[config.mk]
export PLATFORM = sky130hd
export DESIGN_NAME = adc_frame_align_nch
export DESIGN_NICKNAME = d
export VERILOG_FILES = /design/src/rtl/adc_frame_align_nch.sv
export SDC_FILE = /design/constraint.sdc
export NUM_CORES = 1
export LEC_CHECK = 0
export ABC_AREA = 1
export ABC_CLOCK_PERIOD_IN_PS = 4400
export CAP_MARGIN = 10
export CORE_UTILIZATION = 44
export CTS_CLUSTER_SIZE = 28
export DETAILED_ROUTE_END_ITERATION = 6
export PLACE_DENSITY = 0.78
export SLEW_MARGIN = 25
export SYNTH_ARGS = -nofsm -noshare
export SYNTH_HDL_FRONTEND = slang
export SYNTH_SLANG_ARGS = --single-unit
[constraint.sdc]
create_clock -name GCLK -period 4.4 [get_ports GCLK]
set_input_delay 0.88 -clock GCLK [delete_from_list [all_inputs] [get_ports GCLK]]
set_output_delay 0.88 -clock GCLK [all_outputs]
set_load 0.1 [all_outputs]
[src/rtl/adc_frame_align_nch.sv]
// Frame-word aligner and sample assembler for NCH two-lane ADC channels, GCLK domain only.
// Optional ADC_DESER_SIGNED_EN: invert each sample MSB (offset-binary to two's complement).
module adc_frame_align_nch #(
  parameter int              NCH           = 4,
  parameter int              DESERF        = 8,
  parameter logic [DESERF-1:0] FRAME_PATTERN = 8'hF0,
  parameter int              MATCH_CNT     = 4,
  parameter int              LOSS_CNT      = 3,
  parameter int              SETTLE_CYC    = 3
) (
  input  logic                      GCLK,
  input  logic                      RESET,
  input  logic [DESERF-1:0]         FRAME_WORD,
  input  logic [NCH*2*DESERF-1:0]   LANE_DATA,
  input  logic                      RESYNC,
  output logic                      BITSLIP,
  output logic                      LOCKED,
  output logic                      ALIGN_FAIL,
  output logic [NCH*2*DESERF-1:0]   DOUT,
  output logic                      DVALID,
  output logic [7:0]                SLIP_COUNT,
  output logic [7:0]                ERR_COUNT
);

  localparam int                SW          = $clog2(DESERF + 1);
  localparam logic [3:0]        MATCH_LAST  = 4'(MATCH_CNT - 1);
  localparam logic [3:0]        LOSS_LAST   = 4'(LOSS_CNT - 1);
  localparam logic [3:0]        SETTLE_LAST = 4'(SETTLE_CYC - 1);
  localparam logic [SW-1:0]     SRCH_LAST   = SW'(DESERF - 1);

  typedef enum logic [1:0] {S_CHECK, S_SLIP, S_SETTLE, S_LOCK} state_t;

  state_t                    r_state, w_state_nxt;
  logic [3:0]                r_match, w_match_nxt;
  logic [3:0]                r_loss, w_loss_nxt;
  logic [3:0]                r_settle, w_settle_nxt;
  logic [SW-1:0]             r_srch, w_srch_nxt;
  logic                      r_locked, w_locked_nxt;
  logic                      r_fail, w_fail_nxt;
  logic [7:0]                r_slip_cnt, w_slip_cnt_nxt;
  logic [7:0]                r_err_cnt, w_err_cnt_nxt;
  logic [NCH*2*DESERF-1:0]   r_dout, w_samples;
  logic                      r_dvalid;
  logic                      w_frame_ok;

  assign w_frame_ok = (FRAME_WORD == FRAME_PATTERN);

  always_comb begin
    // NOTE: every next-state value starts at its current value so no path infers a latch.
    w_state_nxt    = r_state;
    w_match_nxt    = r_match;
    w_loss_nxt     = r_loss;
    w_settle_nxt   = r_settle;
    w_srch_nxt     = r_srch;
    w_locked_nxt   = r_locked;
    w_fail_nxt     = r_fail;
    w_slip_cnt_nxt = r_slip_cnt;
    w_err_cnt_nxt  = r_err_cnt;
    if (RESYNC) begin
      w_state_nxt  = S_CHECK;
      w_match_nxt  = '0;
      w_loss_nxt   = '0;
      w_settle_nxt = '0;
      w_srch_nxt   = '0;
      w_locked_nxt = 1'b0;
      w_fail_nxt   = 1'b0;
    end else begin
      unique case (r_state)
        S_CHECK: begin
          if (!w_frame_ok) begin
            w_match_nxt = '0;
            w_state_nxt = S_SLIP;
          end else if (r_match == MATCH_LAST) begin
            w_match_nxt  = '0;
            w_locked_nxt = 1'b1;
            w_state_nxt  = S_LOCK;
          end else begin
            w_match_nxt = r_match + 4'd1;
          end
        end
        S_SLIP: begin
          if (r_slip_cnt != 8'hFF) w_slip_cnt_nxt = r_slip_cnt + 8'd1;
          // A full rotation without lock flags failure but the search keeps going.
          if (r_srch == SRCH_LAST) begin
            w_srch_nxt = '0;
            w_fail_nxt = 1'b1;
          end else begin
            w_srch_nxt = r_srch + 1'b1;
          end
          w_settle_nxt = '0;
          w_state_nxt  = S_SETTLE;
        end
        S_SETTLE: begin
          if (r_settle == SETTLE_LAST) begin
            w_settle_nxt = '0;
            w_match_nxt  = '0;
            w_state_nxt  = S_CHECK;
          end else begin
            w_settle_nxt = r_settle + 4'd1;
          end
        end
        S_LOCK: begin
          if (w_frame_ok) begin
            w_loss_nxt = '0;
          end else if (r_loss == LOSS_LAST) begin
            w_loss_nxt   = '0;
            w_srch_nxt   = '0;
            w_locked_nxt = 1'b0;
            if (r_err_cnt != 8'hFF) w_err_cnt_nxt = r_err_cnt + 8'd1;
            w_state_nxt  = S_CHECK;
          end else begin
            w_loss_nxt = r_loss + 4'd1;
          end
        end
        default: w_state_nxt = S_CHECK;
      endcase
    end
  end

  always_ff @(posedge GCLK or posedge RESET) begin
    if (RESET) begin
      r_state    <= S_CHECK;
      r_match    <= '0;
      r_loss     <= '0;
      r_settle   <= '0;
      r_srch     <= '0;
      r_locked   <= 1'b0;
      r_fail     <= 1'b0;
      r_slip_cnt <= '0;
      r_err_cnt  <= '0;
    end else begin
      // NOTE: non-blocking so every register samples the pre-edge values of the others.
      r_state    <= w_state_nxt;
      r_match    <= w_match_nxt;
      r_loss     <= w_loss_nxt;
      r_settle   <= w_settle_nxt;
      r_srch     <= w_srch_nxt;
      r_locked   <= w_locked_nxt;
      r_fail     <= w_fail_nxt;
      r_slip_cnt <= w_slip_cnt_nxt;
      r_err_cnt  <= w_err_cnt_nxt;
    end
  end

  // Lane 0 supplies the odd sample bits, lane 1 the even ones.
  always_comb begin
    w_samples = '0;
    for (int c = 0; c < NCH; c++) begin
      for (int i = 0; i < DESERF; i++) begin
        w_samples[c*2*DESERF + 2*i + 1] = LANE_DATA[(2*c)*DESERF + i];
        w_samples[c*2*DESERF + 2*i]     = LANE_DATA[(2*c+1)*DESERF + i];
      end
`ifdef ADC_DESER_SIGNED_EN
      w_samples[c*2*DESERF + 2*DESERF - 1] = ~LANE_DATA[(2*c)*DESERF + DESERF - 1];
`endif
    end
  end

  // Valid follows the lock flag being written on the same edge, so it drops with LOCKED.
  always_ff @(posedge GCLK or posedge RESET) begin
    if (RESET) begin
      r_dout   <= '0;
      r_dvalid <= 1'b0;
    end else begin
      r_dvalid <= w_locked_nxt;
      r_dout   <= w_locked_nxt ? w_samples : '0;
    end
  end

  assign BITSLIP    = (r_state == S_SLIP);
  assign LOCKED     = r_locked;
  assign ALIGN_FAIL = r_fail;
  assign SLIP_COUNT = r_slip_cnt;
  assign ERR_COUNT  = r_err_cnt;
  assign DOUT       = r_dout;
  assign DVALID     = r_dvalid;

endmodule

==> metrics.txt <==
dominant register cell in the synthesized netlist=sky130_fd_sc_hd__dfrtp_1; count of inserted antenna diode cells=0; buffer levels on the longest clock path=2; crit path buf inv count=2; worst-margin pin slew=1.05 ns; min-delay src=ALIGN_FAIL$_DFFE_PP0P_; share of Yosys cell area claimed by the top area cell type=0.532; total clock buffers created by CTS=9; global-route wire length before repair=17000 um; Setup TNS=0 ns; kind of critical path=register to output pin; yosys synthesis warning count=0; highest fanout seen on the critical path=4; H-Tree Depth=3; highest clock rate=0.321 GHz; TritonRoute pass-1 iters=4; initial antenna violation count=0; number of global-route vias before repair=3664; area of all sequential standard cells=2500 um^2; VDD IR-drop max=0.220 mV; Rows=37; antenna violation net count after detailed routing=0; Synth cell types=31; count of mapped cells out of synthesis=483; share of the clock period used by the worst path=0.708; worst reg2reg path startpoint=r_state[1]$_DFFE_PP0P_; type of the most critical hold path=register to register; post-synthesis area per instance=9.74 um^2; final-report max-slew violation count=0; CP startpoint=r_state[1]$_DFFE_PP0P_; average wire length per cell after detail routing=13.0 um; residual DRC count=0; clock latency reported for the late side of the worst-skew pair=0.36 ns; Clock Skews=0.0182 ns; final hold violation count=0; Port Buffer Count=158; number of sinks handled by clock tree synthesis=100; sequential share of the synthesized area=0.532; share of cells above drive strength 1=0.121; MaxCap Viol Count=0; kind of launch point of the worst setup path=register; cell-by-cell trace of the critical path=inv_1 -> ha_1 -> clkdlybuf4s50_1; Min Clock Period, post-route=3.12 ns; area of combinational cells with multiple inputs=1690 um^2; clock-pin slew on the worst setup and hold paths=0.10 ns; Top-Level Pins=159; fillers=828; Worst path top cell family by delay=buffers and inverters; Total Routed Length=10200 um; total routing resource utilization after global routing=0.198; arrival time at the worst endpoint=2.24 ns; post-synthesis sequential element count=100; maximum number of pins on one net before global-route repair=57; area added between synthesis and finish=40.0%; final hold slack=0.509 ns; Die Span X=105 um; setup repair after global routing missed its margin=false; routability congestion estimate from global placement=0.793; effective utilization at floorplan=0.456; Syn Nets=570; CTS resizes=0; Pleak=3.20 nW; Max-slew headroom=0.300; # hold bufs at CTS=0; vias post-DR=3546; async set-reset flop share out of synthesis=1.00; Post-Syn Area=4700 um^2; critical-path cell with the highest stage delay=sky130_fd_sc_hd__clkdlybuf4s50_1; GRT Residual Overflow=0; total number of nets in the final design=733; count of flip-flops with a built-in enable after synthesis=0; master cell of the clock root buffer=sky130_fd_sc_hd__clkbuf_8; estimated wirelength of the detail-placed design=8010 um; DRT iter0 DRCs=103; core area=10300 um^2; delay of the slowest cell on the worst path=1.15 ns; clock tree from TritonCTS=built; Total Die Area=11100 um^2; final setup violation count=0; largest cells by area after synthesis=sky130_fd_sc_hd__dfrtp_1 (53%), sky130_fd_sc_hd__nor2_4 (12%), sky130_fd_sc_hd__inv_1 (8.0%); run status=finished, final reports clean; number of buffers added for setup after CTS=0; post-DR vias/cell=4.51; Die Span Y=105 um; pwr/cell area=316 nW/um^2; required time at the worst-slack endpoint=3.52 ns; category of the worst setup path capture point=output pin; most used standard cells in the synthesized netlist=sky130_fd_sc_hd__dfrtp_1 (100), sky130_fd_sc_hd__inv_1 (100), sky130_fd_sc_hd__nand2_1 (93), sky130_fd_sc_hd__nor2_4 (50), sky130_fd_sc_hd__nor2_1 (40); cell type with the largest total area after synthesis=sky130_fd_sc_hd__dfrtp_1
-- power by group --
part	switching [mW]	internal (mW)	total (mW)
logic	0.320	0.150	0.470
registers	0.0458	0.954	1.00
clock network	0.327	0.285	0.612
total	0.693	1.39	2.08
-- worst register-to-register path, delay by kind of cell, from the launching register on --
kind	cells	cell delay [ns]
buffers and inverters	3	0.64
adders and majority gates	1	0.30
AOI/OAI and AO/OA	1	0.06
and+or+nand+nor	5	0.73
DFF	1	0.41
-- placed cells by master, fill, tap and decap left out, types with 5 or more instances in the layout --
cell type and n:
sky130_fd_sc_hd__ha_1 12, sky130_fd_sc_hd__inv_1 99, sky130_fd_sc_hd__clkbuf_8 10, sky130_fd_sc_hd__nor2_4 50, sky130_fd_sc_hd__a21oi_1 6, sky130_fd_sc_hd__nand3_1 20, sky130_fd_sc_hd__xor2_1 10, sky130_fd_sc_hd__nand2_1 92
sky130_fd_sc_hd__nor2_1 40, sky130_fd_sc_hd__clkdlybuf4s50_1 158, sky130_fd_sc_hd__nand4_1 5, sky130_fd_sc_hd__o21ai_0 13, sky130_fd_sc_hd__dfrtp_1 100, sky130_fd_sc_hd__xnor2_1 6
-- cell type report --
| type | instances | share of cell area |
|---|---|---|
| inverter | 102 | 0.0585 |
| timing repair buffer | 162 | 0.247 |
| tap | 136 | 0.0258 |
| clock buffer | 10 | 0.0209 |
| clock inverter | 6 | 0.0108 |
| multi-input combinational | 271 | 0.257 |
| sequential | 100 | 0.380 |
-- cell families after synthesis --
| family | Yosys count | synth area share |
|---|---|---|
| simple gates | 216 | 0.264 |
| buf+inv | 112 | 0.110 |
| xor+xnor | 16 | 0.0298 |
| flops | 100 | 0.532 |
| compound gates | 27 | 0.0325 |
| fa+ha+maj | 12 | 0.0319 |
-- final timing paths --
check	end	slack [ns]	cells past startpoint
setup / recovery	BITSLIP	1.28	3
hold reg to reg	ALIGN_FAIL$_DFFE_PP0P_	0.51	1
setup reg to reg	DOUT[8]$_DFF_PP0_	2.15	10
hold / removal	ALIGN_FAIL$_DFFE_PP0P_	0.51	1
max in group asynchronous	DOUT[15]$_DFF_PP0_	2.61	3
min in group asynchronous	ERR_COUNT[1]$_DFFE_PP0P_	0.97	2
-- metrics by stage --
stage / util / area [um^2] / cells / power, mW / worst slack, ns
after floorplan: - / 4700 / 483 / 1.33 / 0.901
after global placement: 0.618 / 6370 / 771 / 1.48 / 1.43
after detailed placement: 0.618 / 6370 / 771 / 1.49 / 1.37
after CTS: 0.638 / 6580 / 787 / 2.10 / 1.27
after global routing: 0.638 / 6580 / 787 / 2.17 / 1.18
final: 0.638 / 6580 / 787 / 2.08 / 1.28
-- flip-flops by register name (all words and copies together) (netlist names) --
signal	flops
DOUT	64
SLIP_COUNT	8
DVALID	1
r_srch	4
ERR_COUNT	8
ALIGN_FAIL	1
r_match	4
r_loss	4
r_state	2
r_settle	4
-- layer usage --
metal | wire length [um] | global-route usage | vias to the layer above | part of all wire
met3 | 1010 | 0.0823 | 15 | 0.099
met1 | 3640 | 0.209 | 1670 | 0.36
met4 | 187 | 0.0694 | 0 | 0.018
met5 | 0 | 0 | - | 0
li1 | - | - | 1739 | -
met2 | 5350 | 0.352 | 122 | 0.53
Power figures use the tool's default switching activity.
